## src/rtl/alu_defs.sv

```systemverilog
// Shared definitions for the ALU operand-issue stage.
//   - ALU opcode encodings used by the decode side and the ALU.
//   - Default datapath widths.
//   - Occupancy states of the operand-issue skid buffer.
package alu_defs;

    localparam int WIDTH_DEF = 32;
    localparam int OPW_DEF   = 3;

    typedef enum logic [2:0] {
        OP_ADD  = 3'd0,
        OP_SUB  = 3'd1,
        OP_XOR  = 3'd2,
        OP_SLT  = 3'd3,
        OP_AND  = 3'd4,
        OP_NAND = 3'd5,
        OP_NOR  = 3'd6,
        OP_OR   = 3'd7
    } alu_op_e;

    // Occupancy of the two-entry buffer (head + skid).
    typedef enum logic [1:0] {
        ST_EMPTY = 2'd0,
        ST_ONE   = 2'd1,
        ST_FULL  = 2'd2
    } occ_e;

endpackage

```

## src/rtl/skid_entry.sv

```systemverilog
// One buffer entry: a plain W-bit register with load enable.
// Ports:
//   clk, reset : clock, synchronous active-high reset (clears to 0)
//   load_i     : capture d_i on this edge
//   d_i        : next contents
//   q_o        : current contents
module skid_entry #(
    parameter int W = 67
) (
    input  logic         clk,
    input  logic         reset,
    input  logic         load_i,
    input  logic [W-1:0] d_i,
    output logic [W-1:0] q_o
);

    logic [W-1:0] data_q;

    always_ff @(posedge clk) begin
        if (reset) begin
            data_q <= '0;
        end else if (load_i) begin
            data_q <= d_i;
        end
    end

    assign q_o = data_q;

endmodule

```

## src/rtl/alu_operand_issue.sv

```systemverilog
// Registered operand-issue stage in front of the 32-bit ALU / SLT datapath.
// A two-entry buffer (head feeds the ALU, skid absorbs one extra op) lets
// in_ready come straight from a flop while still sustaining 1 op/cycle.
// Ports:
//   clk, reset           : clock, synchronous active-high reset
//   in_valid/in_ready    : upstream handshake (in_ready registered)
//   in_a, in_b, in_op    : operands and opcode from decode/register read
//   flush                : drop everything buffered, accepted input included
//   alu_valid/alu_ready  : downstream handshake to the ALU
//   alu_a, alu_b, alu_op : head entry, held stable while stalled
//   slt_issued           : wrapping count of SLT ops handed to the ALU
module alu_operand_issue
    import alu_defs::*;
#(
    parameter int WIDTH = WIDTH_DEF,
    parameter int OPW   = OPW_DEF,
    parameter int CNTW  = 16
) (
    input  logic             clk,
    input  logic             reset,
    input  logic             in_valid,
    output logic             in_ready,
    input  logic [WIDTH-1:0] in_a,
    input  logic [WIDTH-1:0] in_b,
    input  logic [OPW-1:0]   in_op,
    input  logic             flush,
    output logic             alu_valid,
    input  logic             alu_ready,
    output logic [WIDTH-1:0] alu_a,
    output logic [WIDTH-1:0] alu_b,
    output logic [OPW-1:0]   alu_op,
    output logic [CNTW-1:0]  slt_issued
);

    localparam int EW = 2*WIDTH + OPW;

    occ_e            state_q, state_d;
    logic            in_ready_q, alu_valid_q;
    logic [CNTW-1:0] cnt_q, cnt_d;

    logic [EW-1:0]   in_ent, head_q, skid_q, head_d;
    logic            head_ld, skid_ld, head_from_skid;
    logic            in_xfer, out_xfer;

    assign in_ent   = {in_a, in_b, in_op};
    assign in_xfer  = in_valid && in_ready_q;
    assign out_xfer = alu_valid_q && alu_ready;

    always_comb begin
        state_d        = state_q;
        head_ld        = 1'b0;
        skid_ld        = 1'b0;
        head_from_skid = 1'b0;
        case (state_q)
            ST_EMPTY: begin
                if (in_xfer) begin
                    state_d = ST_ONE;
                    head_ld = 1'b1;
                end
            end
            ST_ONE: begin
                if (in_xfer && out_xfer) begin
                    head_ld = 1'b1;
                end else if (in_xfer) begin
                    state_d = ST_FULL;
                    skid_ld = 1'b1;
                end else if (out_xfer) begin
                    state_d = ST_EMPTY;
                end
            end
            ST_FULL: begin
                // in_ready is low here, so no input can arrive.
                if (out_xfer) begin
                    state_d        = ST_ONE;
                    head_ld        = 1'b1;
                    head_from_skid = 1'b1;
                end
            end
            default: state_d = ST_EMPTY;
        endcase
        // Flush discards a same-cycle input; alu_* may keep stale contents.
        if (flush) begin
            state_d = ST_EMPTY;
            head_ld = 1'b0;
            skid_ld = 1'b0;
        end
    end

    assign head_d = head_from_skid ? skid_q : in_ent;

    // An output transfer still counts even when flush lands in the same cycle.
    always_comb begin
        cnt_d = cnt_q;
        if (out_xfer && (head_q[OPW-1:0] == OPW'(OP_SLT))) begin
            cnt_d = cnt_q + CNTW'(1);
        end
    end

    always_ff @(posedge clk) begin
        if (reset) begin
            state_q     <= ST_EMPTY;
            in_ready_q  <= 1'b1;
            alu_valid_q <= 1'b0;
            cnt_q       <= '0;
        end else begin
            state_q     <= state_d;
            in_ready_q  <= (state_d != ST_FULL);
            alu_valid_q <= (state_d != ST_EMPTY);
            cnt_q       <= cnt_d;
        end
    end

    skid_entry #(.W(EW)) u_head (
        .clk    (clk),
        .reset  (reset),
        .load_i (head_ld),
        .d_i    (head_d),
        .q_o    (head_q)
    );

    skid_entry #(.W(EW)) u_skid (
        .clk    (clk),
        .reset  (reset),
        .load_i (skid_ld),
        .d_i    (in_ent),
        .q_o    (skid_q)
    );

    assign in_ready   = in_ready_q;
    assign alu_valid  = alu_valid_q;
    assign alu_a      = head_q[EW-1 -: WIDTH];
    assign alu_b      = head_q[OPW +: WIDTH];
    assign alu_op     = head_q[OPW-1:0];
    assign slt_issued = cnt_q;

endmodule

```

## config.mk

```make
export PLATFORM = sky130hd
export DESIGN_NAME = alu_operand_issue
export DESIGN_NICKNAME = d
export VERILOG_FILES = /design/src/rtl/alu_defs.sv /design/src/rtl/skid_entry.sv /design/src/rtl/alu_operand_issue.sv
export SDC_FILE = /design/constraint.sdc
export NUM_CORES = 1
export LEC_CHECK = 0
export ABC_AREA = 0
export BUFFER_PORTS_ARGS = -buffer_cell sky130_fd_sc_hd__buf_2
export CORE_MARGIN = 8
export CORE_UTILIZATION = 53
export DETAILED_ROUTE_END_ITERATION = 8
export PLACE_DENSITY = 0.87
export SLEW_MARGIN = 15
export SYNTH_ARGS = -nofsm -noshare
export SYNTH_HDL_FRONTEND = slang
export SYNTH_HIERARCHICAL = 1
export SYNTH_SLANG_ARGS = --single-unit
```

## constraint.sdc

```tcl
create_clock -name clk -period 2.3 [get_ports clk]
set_input_delay 0.46 -clock clk [delete_from_list [all_inputs] [get_ports clk]]
set_output_delay 0.46 -clock clk [all_outputs]
set_load 0.005 [all_outputs]
```

==> impl_results.md, run 1 <==
* Status: completed
* Seq/Total Area, Yosys at 47.2%
* Hold wc startpoint: in_b[5]
* Mapped Avg Cell Area at between 10 and 15 um^2
* 1st-pass router iterations at 7
* CTS Root Cell: clkbuf_16
* Flip-flop and latch area at 3080 um^2
* Setup violators final at 0
* Fin util at about two thirds
* Hold Crit Depth at 3
* Latest clock arrival within the worst-skew pair at 0.41 ns
* Largest area contributor in the netlist: dfxtp_1
* Largest net degree at the start of global routing at 57
* Chip Width at around 130 um
* Dpl cells at around 900
* Filler Cells Inserted at between 900 and 1000
* Reg clk slew, reported paths at about 0.06 ns
* R2R setup slack at 0.31 ns
* Fin crit period at 1.99 ns
* Switching Share at 22.1%
* CTS tree: yes
* Comb power frac at 8.0%
* Number of I/O pins at 157
* Synth async-reset ratio at 0%
* Core area at 12000 um^2
* Critical setup path kind: reg2reg
* Largest family of logic cells by synthesized area: multiplexers
* Pre-CTS setup slack at 0.206 ns
* Total number of vias at 4890
* Port buffer count at 156
* LEAKAGE at around 3.3 nW
* WHS at ~0.30 ns
* Yosys reg bits at approximately 150
* Antenna Cells at 0
* CTS Buffer Depth at 2
* Total wire length at approximately 14 mm
* FF-to-FF End: slt_issued[15]$_SDFFE_PP0P_
* Cell count after synthesis at 618
* H-tree depth at 4
* Vias per cell at 5.29
* Worst vdd ir at just over 0.5 mV
* Final Skew at between 0.008 and 0.009 ns
* Hold Vio Cnt, Final at 0
* Routed Antenna Nets at 0
* EDFF count, synth at 0
* Crit path DAT at 2.33 ns
* First-pass GRT wire length at about 24 mm
* Max-cap check violation count at 0
* Nets at around 840
* Critical Path RT at 2.64 ns
* Initial antenna violation count at 1
* Placer Congestion at 0.772
* TritonCTS Buffers at 17
* Worst setup EP type: flip-flop
* Post-CTS sizing at 0
* Compound-Gate Fraction of Synth Area at 1.93%
* Worst Hold Endpoint: u_skid/q_o[8]$_SDFFE_PP0P_
* Yosys warns at 6
* Area grow syn2layout at 21.9%
* Hold Path Class: in2reg
* Vias in the first global route at 4909
* Synth top area cells: dfxtp_1 47%, mux2i_1 21%, mux2_2 12%, nor2_1 8.2%, buf_12 2.5%
* Remaining DRCs at 0
* Top post-synthesis cells by count: 154 x dfxtp_1, 143 x nor2_1, 135 x mux2i_1, 68 x mux2_2, 17 x clkbuf_1
* Crit start category: flip-flop
* Max_slew headroom at around three fifths
* Final Slew Violations at 0
* Post-DP HPWL at 9.77 mm
* Initial drt markers at 268
* Power Internal at between 4 and 5 mW
* Top FF cell, synth: dfxtp_1
* Initial Util at 54.4%
* Power Dens Cells at 763 nW/um^2
* Clock power frac at 45.9%
* Worst-path maximum fanout at 10
* Multiplexer share of the synthesized area at 32.4%
* Setup TNS at 0 ns
* Max Fclk at 503 MHz
* Gr usage total at 17.8%
* Sink Count at 154
* Period utilization at ~86%
* Area of the multi-input gates at 3140 um^2
* Postcts setup bufs at 0
* Cell Area, Synth at 6530 um^2
* Worst-margin pin slew at 0.598 ns
* Post-synthesis xor/xnor area fraction at 0.938%
* Die ar. at around 16000 um^2
* Simple-gate share of the synthesized area at approximately 12%
* WL/cell at 15.6 um
* P_sw at 1.34 mW
* FF-to-FF path depth at 4
* Count leader, synth: dfxtp_1
* Cts hold-fix bufs at 0
* Synth Area in Adders at 0.191%
* Seq pwr share at a little under half
* RSZ-0062 raised after global routing: false
* Final WS setup at approximately 0.31 ns
* Share of the synthesized area in the top cell type at a little under half
* Row cnt at 40
* Share of cells above drive strength 1 at 34.7%
* Die Ht at around 130 um
* Origin of the critical flop-to-flop path: alu_valid$_SDFF_PP0_
* Yosys cell types at 33
* Grt ovf at 0
* Syn_nets at roughly 690
* Final Instance Count excl. Fillers at between 900 and 1000
[cells by family (layout without fill, tap and decap cells)]
logic type	Yosys count	count (layout)
fa+ha+maj	1	1
mux	203	203
buf+inv	44	204
flops	154	154
simple gates	186	186
xor+xnor	7	7
compound gates	23	23
[layout by cell type (no fill, tap or decap), types with 2 or more instances in the layout]
cell | netlist | final
o21ai_0 | 8 | 8
or3_1 | 8 | 8
clkbuf_16 | 0 | 17
clkinvlp_4 | 0 | 3
inv_1 | 3 | 3
and4_1 | 2 | 2
nand3_1 | 3 | 3
nor3_1 | 4 | 4
nand2_1 | 10 | 9
buf_2 | 6 | 155
nor2_1 | 143 | 143
clkinv_4 | 0 | 3
dfxtp_1 | 154 | 154
buf_12 | 8 | 6
nor4_1 | 4 | 3
bufinv_16 | 0 | 3
xnor2_1 | 6 | 6
mux2i_1 | 135 | 135
buf_4 | 8 | 7
or4_1 | 3 | 3
a21oi_1 | 12 | 11
clkbuf_1 | 17 | 4
nand4_1 | 3 | 3
mux2_2 | 68 | 68
[power by group through the flow]
stage / logic [mW] / registers [mW] / clock network (mW)
finish: 0.488 / 2.80 / 2.79
global route: 0.536 / 2.80 / 2.97
CTS: 0.493 / 2.80 / 2.85
detailed placement: 0.490 / 2.85 / 0
global placement: 0.477 / 2.85 / 0
floorplan: 0.308 / 2.85 / 0
[cell type report]
class	count	area share [%]
Clock buffer	22	5.70
Clock inverter	10	1.81
Inverter	4	0.188
Multi-Input combinational cell	420	39.4
Sequential cell	154	38.7
Tap cell	147	2.31
Timing Repair Buffer	168	11.9
[metrics by stage]
step	power [mW]	cell area (um^2)
after CTS	6.14	7970
after global placement	3.33	7370
after global routing	6.31	7970
final	6.08	7970
after floorplan	3.16	6530
after detailed placement	3.34	7370
[critical path, cell delays in order (launching register included)]
cell and delay, ns:
dfxtp_1 0.44, nand4b_4 0.19, or4_1 0.69, or4_1 0.44
a21oi_1 0.15
[worst max path at each step]
stage | from | endpoint | slack, ns | depth (start not counted)
2_1_floorplan | alu_ready | u_head/q_o[36]$_SDFFE_PP0P_ | 0.39 | 7
3_3_place_gp | alu_ready | slt_issued[15]$_SDFFE_PP0P_ | 0.22 | 5
3_5_place_dp | alu_ready | slt_issued[15]$_SDFFE_PP0P_ | 0.21 | 5
4_1_cts | alu_valid$_SDFF_PP0_ | slt_issued[15]$_SDFFE_PP0P_ | 0.33 | 4
5_1_grt | slt_issued[3]$_SDFFE_PP0P_ | slt_issued[15]$_SDFFE_PP0P_ | 0.21 | 4
6_report | alu_valid$_SDFF_PP0_ | slt_issued[15]$_SDFFE_PP0P_ | 0.31 | 4
[flip-flops by register name, indices dropped and copies added, names as in the netlist]
register / count
alu_valid: 1
slt_issued: 16
u_skid/q_o: 67
in_ready: 1
state_q: 2
u_head/q_o: 67
[routing by layer]
layer  vias to the layer above  global-route usage [%]  share of wire, %
li1                       2416                       -                 -
met1                      2303                    21.2                45
met2                       153                    28.0                45
met3                        16                    7.57               8.9
met4                         2                    6.44               1.1
met5                         -                       0              0.12
No activity file was read; power rests on OpenSTA's default activity.
==> inputs of run 2 (changes only) <==
CELL_PAD_IN_SITES_DETAIL_PLACEMENT = 1   (was default)
CELL_PAD_IN_SITES_GLOBAL_PLACEMENT = 2   (was default)
CORE_UTILIZATION = 33   (was 53)
==> impl_results.md, run 2 (same netlist as run 1, synthesis figures left out) <==
* WL met1 at 7.80 mm (was 6.48 mm)
* Initial antenna violation count at 4 (was 1)
* Gr usage total at 13.7% (was 17.8%)
* Met2 Wirelength at 7.16 mm (was 6.53 mm)
* Grt ovf at 0 (unchanged)
* Period utilization at 86.7% (was 86.4%)
* CP Cell Sequence: nand4b_4 > or4_1 > or4_1 > a21oi_1 (unchanged)
* Cts hold-fix bufs at 0 (unchanged)
* Die Ht at 157 um (was 127 um)
* Die ar. at 24600 um^2 (was 16100 um^2)
* DR top layer: met5 (unchanged)
* CP dominant cell by count: or4_1 (unchanged)
* CTS Buffer Depth at 2 (unchanged)
* CTS tree: yes (unchanged)
* CTS Root Cell: clkbuf_16 (unchanged)
* Fin crit period at 1.99 ns (about the same)
* Metal3 WL at 1.25 mm (was 1.28 mm)
* Final Slew Violations at 0 (unchanged)
* Max_slew headroom at 71.0% (was 60.2%)
* LEAKAGE at 3.36 nW (was 3.33 nW)
* Setup violators final at 0 (unchanged)
* Remaining DRCs at 0 (unchanged)
* Crit path DAT at 2.34 ns (was 2.33 ns)
* WL/cell at 15.7 um (was 15.6 um)
* Post-CTS sizing at 0 (unchanged)
* Critical setup path kind: reg2reg (unchanged)
* Nets at 840 (was 838)
* Final Skew at 0.00855 ns (was 0.00881 ns)
* Post-DP HPWL at 11.3 mm (was 9.77 mm)
* Latest clock arrival within the worst-skew pair at 0.42 ns (was 0.41 ns)
* Row cnt at 51 (was 40)
* Sink Count at 154 (unchanged)
* Final Instance Count excl. Fillers at 1046 (was 925)
* Vias in the first global route at 5206 (was 4909)
* Port buffer count at 156 (unchanged)
* Initial Util at 33.6% (was 54.4%)
* Dpl cells at 1013 (was 893)
* Routed Antenna Nets at 0 (unchanged)
* Setup TNS at 0 ns (unchanged)
* Crit start category: flip-flop (unchanged)
* Largest net degree at the start of global routing at 67 (was 57)
* Buf+Inv Stages, Crit Path at 0 (unchanged)
* Placer Congestion at 0.712 (was 0.772)
* RSZ-0062 raised after global routing: false (unchanged)
* First-pass GRT wire length at 27.1 mm (was 23.6 mm)
* Hold Vio Cnt, Final at 0 (unchanged)
* CP max-delay cell: or4_1 (unchanged)
* Worst vdd ir at 0.481 mV (was 0.505 mV)
* Core area at 19500 um^2 (was 12000 um^2)
* Status: completed (unchanged)
* Chip Width at 157 um (was 127 um)
* Critical Path RT at 2.64 ns (about the same)
* Worst-margin pin slew at 0.432 ns (was 0.598 ns)
* Max Fclk at 501 MHz (was 503 MHz)
* Number of I/O pins at 157 (unchanged)
* Total wire length at 16.4 mm (was 14.5 mm)
* CP max stage delay at 0.70 ns (was 0.69 ns)
* Hold Path Class: in2reg (unchanged)
* Total number of vias at 4896 (was 4890)
* Power Dens Cells at 729 nW/um^2 (was 763 nW/um^2)
* 1st-pass router iterations at 4 (was 7)
* H-tree depth at 4 (unchanged)
* Commonest non-fill, non-tap cell in the layout: buf_2 (unchanged)
* Delay-heaviest family, CP: simple AND/OR/NAND/NOR gates (unchanged)
* Commonest cells after routing, fill and taps aside: 155 x buf_2, 154 x dfxtp_1, 143 x nor2_1 (unchanged)
* Reg clk slew, reported paths at 0.06 ns (about the same)
* Worst setup EP type: flip-flop (unchanged)
* Worst-path maximum fanout at 10 (unchanged)
* TritonCTS Buffers at 17 (unchanged)
* Area grow syn2layout at 24.1% (was 21.9%)
* Max-cap check violation count at 0 (unchanged)
* Vias per cell at 4.68 (was 5.29)
* Postcts setup bufs at 0 (unchanged)
* Share of cells above drive strength 1 at 35.1% (was 34.7%)
* Initial drt markers at 146 (was 268)
run 2: cell count changes in the layout (fill, tap and decap cells not counted):
cell	change
clkinv_2	+5
nand2_4	+1
clkbuf_1	-2
nand2_2	-1
bufinv_16	-2
diode_2	+1
clkinvlp_4	-1
buf_12	+2
run 2: layout make-up:
cell class,count,area [um^2]
diodes,1,2.50
clock inverters,12,101
multi-input cells,420,3140
well taps,265,332
clock buffers,20,447
inverters,4,15.0
flip-flops and latches,154,3080
repair buffers,170,988
fillers,2247,11400
run 2: metrics by stage:
stage                     instance area (um^2)  util, %  setup WS, ns  total power, mW  hold slack, ns
final                                     8110     41.7         0.306             5.91           0.293
after floorplan                           6530        -         0.390             3.16           0.456
after CTS                                 8110     41.7         0.281             6.02           0.274
after detailed placement                  7560     38.8         0.146             3.37           0.477
after global routing                      8110     41.7         0.158             6.20           0.279
after global placement                    7560     38.8         0.190             3.36           0.467
run 2: worst min-delay path, stage by stage:
cell and delay, ns:
buf_2 0.09, mux2i_1 0.06, nor2_1 0.07
run 2: per-layer routing:
metal | GRT usage [%] | vias up
li1 | - | 2413
met1 | 16.9 | 2333
met2 | 21.6 | 123
met3 | 5.18 | 21
met4 | 4.26 | 6
met5 | 0 | -
run 2: path summary, 6_finish.rpt:
path                            cells past startpoint                          end                         from  slack, ns
worst max-delay path                                4  slt_issued[15]$_SDFFE_PP0P_         alu_valid$_SDFF_PP0_       0.31
worst min-delay path                                3   u_skid/q_o[9]$_SDFFE_PP0P_                      in_b[6]       0.29
worst max register to register                      4  slt_issued[15]$_SDFFE_PP0P_         alu_valid$_SDFF_PP0_       0.31
worst min register to register                      2  u_head/q_o[49]$_SDFFE_PP0P_  u_head/q_o[49]$_SDFFE_PP0P_       0.49
run 2: report_power, final:
group,total [mW],internal (mW),switching (mW),leakage [nW]
Sequential,2.80,2.75,0.0467,1.25
Clock,2.61,1.51,1.10,0.269
Combinational,0.503,0.256,0.247,1.84
==> inputs of run 3 (changes only) <==
CAP_MARGIN = 15   (was default)
GPL_TIMING_DRIVEN = 0   (was default)
PLACE_DENSITY = default   (was 0.87)
PLACE_DENSITY_LB_ADDON = 0.1   (was default)
==> impl_results.md, run 3 (same netlist as run 1, synthesis figures left out) <==
* Status: completed (unchanged)
* Worst-path maximum fanout at 10 (unchanged)
* Critical setup path kind: reg2reg (unchanged)
* Initial Util at 33.6% (unchanged)
* Fin util at 42.3% (was 41.7%)
* Row cnt at 51 (unchanged)
* Hold Path Class: in2reg (unchanged)
* Antenna Cells at 0 (was 1)
* RSZ-0062 raised after global routing: false (unchanged)
* Setup violators final at 0 (unchanged)
* Grt ovf at 0 (unchanged)
* Final Slew Violations at 0 (unchanged)
* CTS Buffer Depth at 2 (unchanged)
* Critical Path RT at 2.59 ns (was 2.64 ns)
* Initial drt markers at 124 (was 146)
* Worst setup EP type: flip-flop (unchanged)
* Period utilization at 90.2% (was 86.7%)
* CTS tree: yes (unchanged)
* First-pass GRT wire length at 28.8 mm (was 27.1 mm)
* WL/cell at 16.7 um (was 15.7 um)
* Power Dens Cells at 741 nW/um^2 (was 729 nW/um^2)
* Commonest cells after routing, fill and taps aside: 161 x buf_2, 154 x dfxtp_1, 143 x nor2_1 (was 155 x buf_2, 154 x dfxtp_1, 143 x nor2_1)
* Number of I/O pins at 157 (unchanged)
* Gr usage total at 14.8% (was 13.7%)
* Initial antenna violation count at 0 (was 4)
* Die Ht at 157 um (unchanged)
* Total number of vias at 5037 (was 4896)
* Final Skew at 0.00831 ns (was 0.00855 ns)
* Reg clk slew, reported paths at 0.06 ns (about the same)
* Die ar. at 24600 um^2 (unchanged)
* Routed Antenna Nets at 0 (unchanged)
* Nets at 865 (was 840)
* Commonest non-fill, non-tap cell in the layout: buf_2 (unchanged)
* Worst-margin pin slew at 0.713 ns (was 0.432 ns)
* Fin crit period at 2.07 ns (was 1.99 ns)
* Worst vdd ir at 0.493 mV (was 0.481 mV)
* Flip-flop and latch area at 3080 um^2 (unchanged)
* Latest clock arrival within the worst-skew pair at 0.41 ns (was 0.42 ns)
* 1st-pass router iterations at 4 (unchanged)
* Cts hold-fix bufs at 0 (unchanged)
* Port buffer count at 155 (was 156)
* Crit start category: flip-flop (unchanged)
* Setup TNS at 0 ns (unchanged)
* Vias in the first global route at 5583 (was 5206)
* Post-DP HPWL at 13.2 mm (was 11.3 mm)
* Total wire length at 17.8 mm (was 16.4 mm)
* Vias per cell at 4.72 (was 4.68)
* Core area at 19500 um^2 (unchanged)
* Share of cells above drive strength 1 at 34.7% (was 35.1%)
* Hold Vio Cnt, Final at 0 (unchanged)
* TritonCTS Buffers at 17 (unchanged)
* Area of the multi-input gates at 3120 um^2 (was 3140 um^2)
* H-tree depth at 4 (unchanged)
* LEAKAGE at 3.39 nW (was 3.36 nW)
* Chip Width at 157 um (unchanged)
* Crit path DAT at 2.36 ns (was 2.34 ns)
* Remaining DRCs at 0 (unchanged)
* Area grow syn2layout at 25.9% (was 24.1%)
* Filler Cells Inserted at 2240 (was 2247)
* Max-cap check violation count at 0 (unchanged)
* CTS Root Cell: clkbuf_16 (unchanged)
* Largest net degree at the start of global routing at 17 (was 67)
* Max Fclk at 482 MHz (was 501 MHz)
* Sink Count at 154 (unchanged)
* Max_slew headroom at 52.5% (was 71.0%)
* Placer Congestion at 0.735 (was 0.712)
[run 3: changes by cell type in the layout (fill, tap and decap cells not counted), sizes merged]
cell / before / now
clkbuf: 20 / 37
inv: 3 / 4
clkinvlp: 2 / 4
diode: 1 / 0
clkinv: 10 / 4
buf: 170 / 178
bufinv: 1 / 2
[run 3: layer usage]
layer	wire length, um	share of wire [%]	GRT usage (%)	vias to the layer above
li1	-	-	-	2467
met1	7660	43	16.7	2452
met2	9040	51	26.3	101
met3	875	4.9	4.14	17
met4	209	1.2	4.94	0
met5	0	0	0	-
[run 3: worst max-delay path, stage by stage (launching register included)]
cell and delay [ns]:
dfxtp_1 0.38, and2_1 0.23, nand2_1 0.12, clkbuf_2 0.29
buf_2 0.36, mux2_2 0.38, mux2i_1 0.15, nor2_1 0.05
[run 3: stage by stage]
stage,area (um^2),instances,total power [mW],worst slack (ns),hold slack [ns]
after detailed placement,7640,1038,3.39,-0.303,0.481
after global placement,7640,1038,3.37,-0.303,0.464
after global routing,8230,1068,6.38,0.0538,0.277
final,8230,1068,6.10,0.226,0.284
after floorplan,6530,618,3.16,0.390,0.456
after CTS,8230,1068,6.22,0.165,0.265
[run 3: worst paths after layout]
kind,slack [ns],to,cells past startpoint,from
max,0.23,u_head/q_o[45]$_SDFFE_PP0P_,7,alu_valid$_SDFF_PP0_
min,0.28,state_q[0]$_SDFF_PP0_,2,flush
max reg2reg,0.23,u_head/q_o[45]$_SDFFE_PP0P_,7,alu_valid$_SDFF_PP0_
min reg2reg,0.48,slt_issued[15]$_SDFFE_PP0P_,2,slt_issued[15]$_SDFFE_PP0P_
[run 3: layout make-up]
cell class,count,area share (%)
Tap cell,265,4.03
Clock inverter,10,1.43
Inverter,4,0.183
Clock buffer,20,5.67
Multi-Input combinational cell,420,37.9
Timing Repair Buffer,155,9.43
Sequential cell,154,37.5
Buffer,40,3.88
[run 3: where the power goes]
group / internal, mW / total (mW) / switching, mW
Sequential: 2.75 / 2.80 / 0.0461
Clock: 1.67 / 2.78 / 1.10
Combinational: 0.266 / 0.524 / 0.257
Total: 4.69 / 6.10 / 1.41
[run 3: what timing repair did]
action                     CTS  global route
buffers inserted             0             0
setup endpoints to repair   30             0
gates resized for setup      1             0
